## config.mk

```make
export PLATFORM = sky130hd
export DESIGN_NAME = sram_port_sched
export DESIGN_NICKNAME = d
export VERILOG_FILES = /design/src/rtl/sram_port_sched.sv
export SDC_FILE = /design/constraint.sdc
export NUM_CORES = 1
export LEC_CHECK = 0
export ABC_CLOCK_PERIOD_IN_PS = 2200
export CAP_MARGIN = 10
export CORE_ASPECT_RATIO = 1.75
export CORE_UTILIZATION = 43
export CTS_BUF_LIST = sky130_fd_sc_hd__clkbuf_8
export CTS_CLUSTER_DIAMETER = 30
export DETAILED_ROUTE_END_ITERATION = 10
export PLACE_DENSITY = 0.87
export SLEW_MARGIN = 40
export SYNTH_ARGS = -nofsm -noshare
export SYNTH_HDL_FRONTEND = slang
export SYNTH_SLANG_ARGS = --single-unit
```

## constraint.sdc

```tcl
create_clock -name clk -period 2.2 [get_ports clk]
set_clock_uncertainty 0.1 [all_clocks]
set_input_delay 0.33 -clock clk [delete_from_list [all_inputs] [get_ports clk]]
set_output_delay 0.33 -clock clk [all_outputs]
set_load 0.02 [all_outputs]
```

## src/rtl/sram_port_sched.sv

```systemverilog
// sram_port_sched: write-priority arbiter with read aging for the shared activation SRAM,
// plus a per-layer write-back counter. Optional stall counters under `define WB_PERF_CNT_EN.
module sram_port_sched #(
  parameter int ADDR_W  = 10,
  parameter int DATA_W  = 16,
  parameter int AGE_MAX = 4,
  parameter int CNT_W   = 16
) (
  input  logic              clk,
  input  logic              reset,
  input  logic              wb_valid,
  input  logic [ADDR_W-1:0] wb_addr,
  input  logic [DATA_W-1:0] wb_data,
  output logic              wb_ready,
  input  logic              rd_valid,
  input  logic [ADDR_W-1:0] rd_addr,
  output logic              rd_ready,
  output logic [DATA_W-1:0] rd_data,
  output logic              rd_data_valid,
  output logic              sram_en,
  output logic              sram_wen,
  output logic [ADDR_W-1:0] sram_addr,
  output logic [DATA_W-1:0] sram_wdata,
  input  logic [DATA_W-1:0] sram_rdata,
  input  logic              layer_start,
  input  logic [CNT_W-1:0]  layer_wr_count,
  output logic              layer_done,
  output logic              busy,
  output logic [1:0]        fsm_state
`ifdef WB_PERF_CNT_EN
  ,
  output logic [31:0]       wb_stall_cnt,
  output logic [31:0]       rd_stall_cnt
`endif
);

  localparam int AGE_W = $clog2(AGE_MAX + 1);

  typedef enum logic [1:0] {
    IDLE  = 2'd0,
    RUN   = 2'd1,
    DRAIN = 2'd2,
    DONE  = 2'd3
  } state_t;

  state_t             state, state_n;
  logic [AGE_W-1:0]   age;
  logic               age_full;
  logic               rd_gnt, wr_gnt;
  logic               rd_pend;
  logic               start_acc;
  logic [CNT_W-1:0]   target;
  logic [CNT_W-1:0]   wr_cnt;
  logic [CNT_W-1:0]   wr_cnt_inc;

  // Handshake: a transfer happens when valid && ready in the same cycle. ready is a
  // combinational function of both valids; requesters hold valid and payload until accepted.
  assign age_full = (age == AGE_W'(AGE_MAX));
  assign rd_gnt   = rd_valid && (!wb_valid || age_full);
  assign wr_gnt   = wb_valid && !rd_gnt;
  assign wb_ready = wr_gnt;
  assign rd_ready = rd_gnt;

  always_ff @(posedge clk) begin
    if (reset) begin
      age <= '0;
    end else if (rd_gnt) begin
      age <= '0;
    end else if (rd_valid && !age_full) begin
      age <= age + AGE_W'(1);
    end
  end

  // Address/data only move on a grant so the bus stays quiet between accesses.
  always_ff @(posedge clk) begin
    if (reset) begin
      sram_en    <= 1'b0;
      sram_wen   <= 1'b0;
      sram_addr  <= '0;
      sram_wdata <= '0;
    end else begin
      sram_en <= wr_gnt || rd_gnt;
      if (wr_gnt) begin
        sram_wen   <= 1'b1;
        sram_addr  <= wb_addr;
        sram_wdata <= wb_data;
      end else if (rd_gnt) begin
        sram_wen  <= 1'b0;
        sram_addr <= rd_addr;
      end
    end
  end

  // sram_rdata is valid while the read command is on the bus; capture it at that cycle's end.
  always_ff @(posedge clk) begin
    if (reset) begin
      rd_pend       <= 1'b0;
      rd_data_valid <= 1'b0;
      rd_data       <= '0;
    end else begin
      rd_pend       <= rd_gnt;
      rd_data_valid <= rd_pend;
      if (rd_pend) begin
        rd_data <= sram_rdata;
      end
    end
  end

  assign start_acc  = (state == IDLE) && layer_start;
  assign wr_cnt_inc = wr_cnt + CNT_W'(1);

  always_ff @(posedge clk) begin
    if (reset) begin
      state  <= IDLE;
      target <= '0;
      wr_cnt <= '0;
    end else begin
      state <= state_n;
      if (start_acc) begin
        target <= layer_wr_count;
        wr_cnt <= '0;
      end else if (state == RUN && wr_gnt) begin
        wr_cnt <= wr_cnt_inc;
      end
    end
  end

  always_comb begin
    state_n    = state;
    layer_done = 1'b0;
    busy       = 1'b1;
    case (state)
      IDLE: begin
        busy = 1'b0;
        if (layer_start) begin
          state_n = (layer_wr_count == '0) ? DONE : RUN;
        end
      end
      RUN: begin
        // Exit on equality so the counter never passes the target.
        if (wr_gnt && (wr_cnt_inc == target)) begin
          state_n = DRAIN;
        end
      end
      DRAIN: state_n = DONE;
      DONE: begin
        layer_done = 1'b1;
        state_n    = IDLE;
      end
      default: state_n = IDLE;
    endcase
  end

  assign fsm_state = state;

`ifdef WB_PERF_CNT_EN
  always_ff @(posedge clk) begin
    if (reset || start_acc) begin
      wb_stall_cnt <= '0;
      rd_stall_cnt <= '0;
    end else begin
      if (wb_valid && !wr_gnt && (wb_stall_cnt != '1)) begin
        wb_stall_cnt <= wb_stall_cnt + 32'd1;
      end
      if (rd_valid && !rd_gnt && (rd_stall_cnt != '1)) begin
        rd_stall_cnt <= rd_stall_cnt + 32'd1;
      end
    end
  end
`endif

endmodule

```

Word level (Yosys, flattened, before mapping)
Index checks and enable logic that the tools add are counted.
{"block": "op_classes", "addsub": 2, "n_eq_ne": 7, "reduce_logical": 17, "n_mux": 10}
{"operator": "$mux 10", "count": 2}
{"operator": "$add 16x1->16 const B", "count": 1}
{"operator": "$eq 16x16->1", "count": 1}
{"operator": "$logic_not 16->1", "count": 1}
{"operator": "$pmux 2 s4", "count": 1}
{"operator": "$logic_and 1x1->1", "count": 6}
{"operator": "$mux 2", "count": 3}
{"operator": "$eq 2x2->1 const B", "count": 2}
{"operator": "$mux 1", "count": 4}
{"operator": "$reduce_or 2->1", "count": 2}
{"operator": "$add 3x1->3 const B", "count": 1}
{"operator": "$eq 3x3->1 const B", "count": 1}
{"operator": "$logic_not 1->1", "count": 3}
{"operator": "$eq 2x1->1 const B", "count": 1}
{"operator": "$logic_not 2->1", "count": 1}
{"operator": "$logic_or 1x1->1", "count": 2}
{"operator": "$ne 2x1->1 const B", "count": 1}
{"operator": "$ne 2x2->1 const B", "count": 1}
{"operator": "$reduce_and 2->1", "count": 1}
{"operator": "$reduce_bool 2->1", "count": 1}
{"block": "word_totals", "output_inout_bits": 51, "regBits": 83}

Logic depth before layout (Yosys ltp)
Gate-level depths: netlist of run 1.
{"block": "depth", "word_depth": 8, "depth_mapped": 10}

Worst setup path before layout of run 1
No wires, ideal clock.
{"block": "synth_timing", "path_type": "register to register", "start": "reg wr_cnt[0]", "end": "reg state[1], in the netlist fsm_state[1]", "period_less_slack_ns": 2.288, "setup_time_ns": 0.079, "path_buffers": 0, "slack_ns": -0.088, "t_arrival_ns": 2.109, "path_stages_with_launch": 9, "t_required_ns": 2.021, "cell_sequence": "dfxtp_1 ha_1 nand4_4 or4_4 nor3_2 a21oi_1 and4_4 a21o_1 a211oi_2"}
{"block": "synth_between", "elab_chain_len": 5}
{"item": "start: declaration", "line": "53", "rtl": "logic [CNT_W-1:0] wr_cnt;"}
{"item": "start signal: assignment", "line": "123", "rtl": "wr_cnt <= wr_cnt_inc;"}
{"item": "$add 16x1->16", "line": "110", "rtl": "assign wr_cnt_inc = wr_cnt + CNT_W'(1);"}
{"item": "$eq 16x16->1", "line": "141", "rtl": "if (wr_gnt && (wr_cnt_inc == target)) begin"}
{"item": "$logic_and 1x1->1", "line": "141"}
{"item": "$ne 2x1->1 (no source line)"}
{"item": "$reduce_and 2->1 (no source line)"}
{"item": "end signal: assignment", "line": "118", "rtl": "state <= state_n;"}
{"item": "end: declaration", "line": "46", "rtl": "state_t state, state_n;"}
No other way between the ends.
A chain may end at the register's enable or synchronous reset.

Final worst setup path of run 1
{"block": "layout_timing", "start": "reg wr_cnt[1]", "end": "reg state[1], in the netlist fsm_state[1]"}
Same word-level chain as after synthesis.

==> results.json, run 1 <==
{
  "status": "finished with violations",
  "violations": "negative setup slack",
  "crit_type": "register to register",
  "cts_buffers": 9,
  "start_kind": "register",
  "synthFlopType": "dfxtp_1",
  "synthCells": 458,
  "num_antenna_cells": 0,
  "cap_viol_max_count": 0,
  "arrival_ns": 2.39,
  "num_rows": 45,
  "synth_edf_count": 0,
  "hold_path_class": "input port to register",
  "cts.clk_slew.worst_paths_ns": 0.08,
  "slew_violations": 0,
  "crit_path_end_kind": "register",
  "post-route-min-period_ns": 2.21,
  "max_stage_delay_ns": 0.38,
  "startpoint": "wr_cnt[1]",
  "setup_viol": 1,
  "drive_gt1_share_pct": 14.8,
  "gpl.final_weighted_congestion": 0.971,
  "grt_pass1_vias": 3948,
  "cts_sinks": 83,
  "routedWlPerCell_um": 15.8,
  "r2r_start": "wr_cnt[1]",
  "grt_max_degree": 38,
  "syn_nets": 539,
  "initial_core_util_pct": 44.4,
  "power_density_nw_per_um2": 709,
  "timing.critical_path.to": "fsm_state[1]",
  "fin_nets": 683,
  "worstPathRequired_ns": 2.38,
  "path_max_fanout": 8,
  "yosys_register_bits": 83,
  "fmax_ghz": 0.452,
  "antenna_found_initial": 0,
  "grt_pass1_wl_mm": 18.3,
  "hold_path_depth": 2,
  "setup_ws_ns": -0.0142,
  "dieArea_um2": 9340,
  "pre_cts_ws_ns": -0.149,
  "groute.usage.overall_pct": 25.6,
  "mappedNetlistArea_um2": 3850,
  "grt-ovfl-total": 0,
  "slowest_stage": "nor4_4",
  "core_um2": 8670,
  "cp_common_cell": "a211oi_2",
  "fin_crit_sh_pct": 101,
  "setup_tns_ns": -0.0142,
  "ys_seq_area_share_pct": 43.2,
  "synth-async-reset-ratio_pct": 0,
  "rrSetupSlack_ns": -0.01,
  "drt-total-wl_mm": 11.5,
  "clk_latency_ns": 0.37,
  "cts_root_buf": "clkbuf_8",
  "cts_buffer_depth": 2,
  "route.detailed.drc": 0,
  "r2r_cells": 8,
  "layout_commonest_cell": "clkdlybuf4s50_1",
  "boundaryPins": 124,
  "ys_warn_count": 0,
  "irDropWorstVdd_mv": 0.716,
  "netlist-cell-type-count": 49,
  "drt_iter0_drc": 184,
  "path_cells": "ha_4, and4_4, nor3b_2, o32ai_2, o22a_1, nor4_4, a211oi_2, a211oi_2",
  "area_growth_syn_to_layout_pct": 49.1,
  "vias": 3842,
  "stdcell_area_um2": 5740,
  "drtAntennaViolNets": 0,
  "syn_avg_cell_area_um2": 8.40,
  "dr.pass1.iters": 4,
  "mostFrequentLayoutCells": "clkdlybuf4s50_1 (119), nand2_1 (88), dfxtp_1 (72)",
  "fp.dieW_um": 73.5,
  "die_y_um": 127,
  "worstMarginPinSlew_ns": 0.459,
  "reg2reg_to": "fsm_state[1]",
  "hold_viol_final": 0,
  "rsz0062_at_grt": "yes",
  "cts_tree": "built",
  "placed_cell_area_um2": 5390,
  "dp_hpwl_mm": 8.49,
  "cts_max_level": 3,
  "p_leak_nw": 2.19,
  "vias_per_cell": 5.31,
  "relSlewSlack_pct": 69.1,
  "port_buffers": 123
}
## layer usage
layer | vias up | share of wire (%) | GRT usage (%)
met5 | - | 0 | 0
met1 | 1807 | 35 | 24.0
met3 | 48 | 5.1 | 7.02
li1 | 1844 | - | -
met2 | 143 | 55 | 47.4
met4 | 0 | 5.1 | 15.3
## power breakdown
| group | internal (mW) | total, mW | switching (mW) |
|---|---|---|---|
| clock network | 0.695 | 1.25 | 0.551 |
| logic | 0.518 | 1.10 | 0.580 |
| registers | 1.62 | 1.72 | 0.100 |
| total | 2.84 | 4.07 | 1.23 |
## cell type report
type,instances,area (um^2)
multi-input cells,337,2140
inverters,12,45.0
repair buffers,159,1490
flip-flops and latches,83,1690
well taps,117,146
fillers,624,2940
clock buffers,11,151
clock inverters,5,76.3
## Yosys cell counts (4+ instances only)
| master | number | area share (%) |
|---|---|---|
| nand2_1 | 89 | 8.7 |
| dfxtp_1 | 83 | 43 |
| a21oi_1 | 44 | 5.7 |
| nor2_1 | 36 | 3.5 |
| mux2i_1 | 29 | 7.5 |
| o21ai_0 | 20 | 2.6 |
| clkbuf_1 | 14 | 1.4 |
| xnor2_1 | 14 | 3.2 |
| xor2_1 | 13 | 3.0 |
| inv_1 | 12 | 1.2 |
| nand3_1 | 12 | 1.6 |
| ha_1 | 8 | 2.6 |
| nand4_1 | 7 | 1.1 |
| nor3_1 | 7 | 0.91 |
| or3_1 | 7 | 1.1 |
| buf_2 | 6 | 0.78 |
| nor4_1 | 6 | 0.98 |
| nand2b_1 | 5 | 0.81 |
| nor2b_1 | 5 | 0.81 |
| buf_1 | 4 | 0.39 |
## cell families (layout without fill, tap and decap cells)
kind of cell    Yosys count  after routing  synth area share, %
buf+inv                  38            187                 4.10
flops                    83             83                 43.2
fa+ha+maj                 8              8                 2.60
compound gates           82             82                 12.3
xor+xnor                 27             27                 6.15
simple gates            190            190                 23.8
mux                      30             30                 7.84
## metrics by stage
stage	total power, mW	utilization (%)	hold WS [ns]	cells
after global routing	4.23	66.1	0.267	724
final	4.07	66.1	0.267	724
after CTS	4.03	65.1	0.252	723
after detailed placement	2.80	62.1	0.347	707
after global placement	2.76	62.1	0.334	707
after floorplan	2.33	-	0.348	458
## flip-flops by register name (all words and copies together), names as in the netlist
register       cells
target            16
rd_data_valid      1
sram_en            1
fsm_state          2
rd_data           16
rd_pend            1
age                3
sram_wen           1
sram_addr         10
sram_wdata        16
wr_cnt            16
## worst min-delay path by stage
stage                       start            end
finish                      reset    rd_data[15]
detailed placement  sram_wdata[7]  sram_wdata[7]
global route                reset     rd_data[9]
global placement     sram_addr[3]   sram_addr[3]
CTS                         reset    rd_data[15]
floorplan              target[10]     target[10]
## repair_timing
item / 4_1_cts / 5_1_grt
setup endpoints to repair: 5 / 7
gates resized for setup: 10 / 25
hold buffers: 0 / 0
hold endpoints to repair: 0 / 0
pin swaps: 0 / 10
setup buffers: 0 / 1
## critical path, delay by kind of cell (launching register included)
family                     cells  cell delay (ns)
AOI/OAI and AO/OA              4             0.72
adders and majority gates      1             0.19
and+or+nand+nor                3             0.76
DFF                            1             0.37
(Power assumes the default switching activity.)
==> run 2: changes to the inputs <==
--- a/config.mk
+++ b/config.mk
@@ -11,6 +11,7 @@
 export CORE_UTILIZATION = 43
 export CTS_BUF_LIST = sky130_fd_sc_hd__clkbuf_8
 export CTS_CLUSTER_DIAMETER = 30
+export CTS_CLUSTER_SIZE = 24
 export DETAILED_ROUTE_END_ITERATION = 10
 export PLACE_DENSITY = 0.87
 export SLEW_MARGIN = 40
==> results of run 2 <==
No change in the layout: final DEF, timing and power equal those of run 1.
==> run 3: changes to the inputs <==
--- a/config.mk
+++ b/config.mk
@@ -5,7 +5,6 @@
 export SDC_FILE = /design/constraint.sdc
 export NUM_CORES = 1
 export LEC_CHECK = 0
-export ABC_CLOCK_PERIOD_IN_PS = 2200
 export CAP_MARGIN = 10
 export CORE_ASPECT_RATIO = 1.75
 export CORE_UTILIZATION = 43
==> results of run 3 <==
No change in the layout: final DEF, timing and power equal those of run 1.
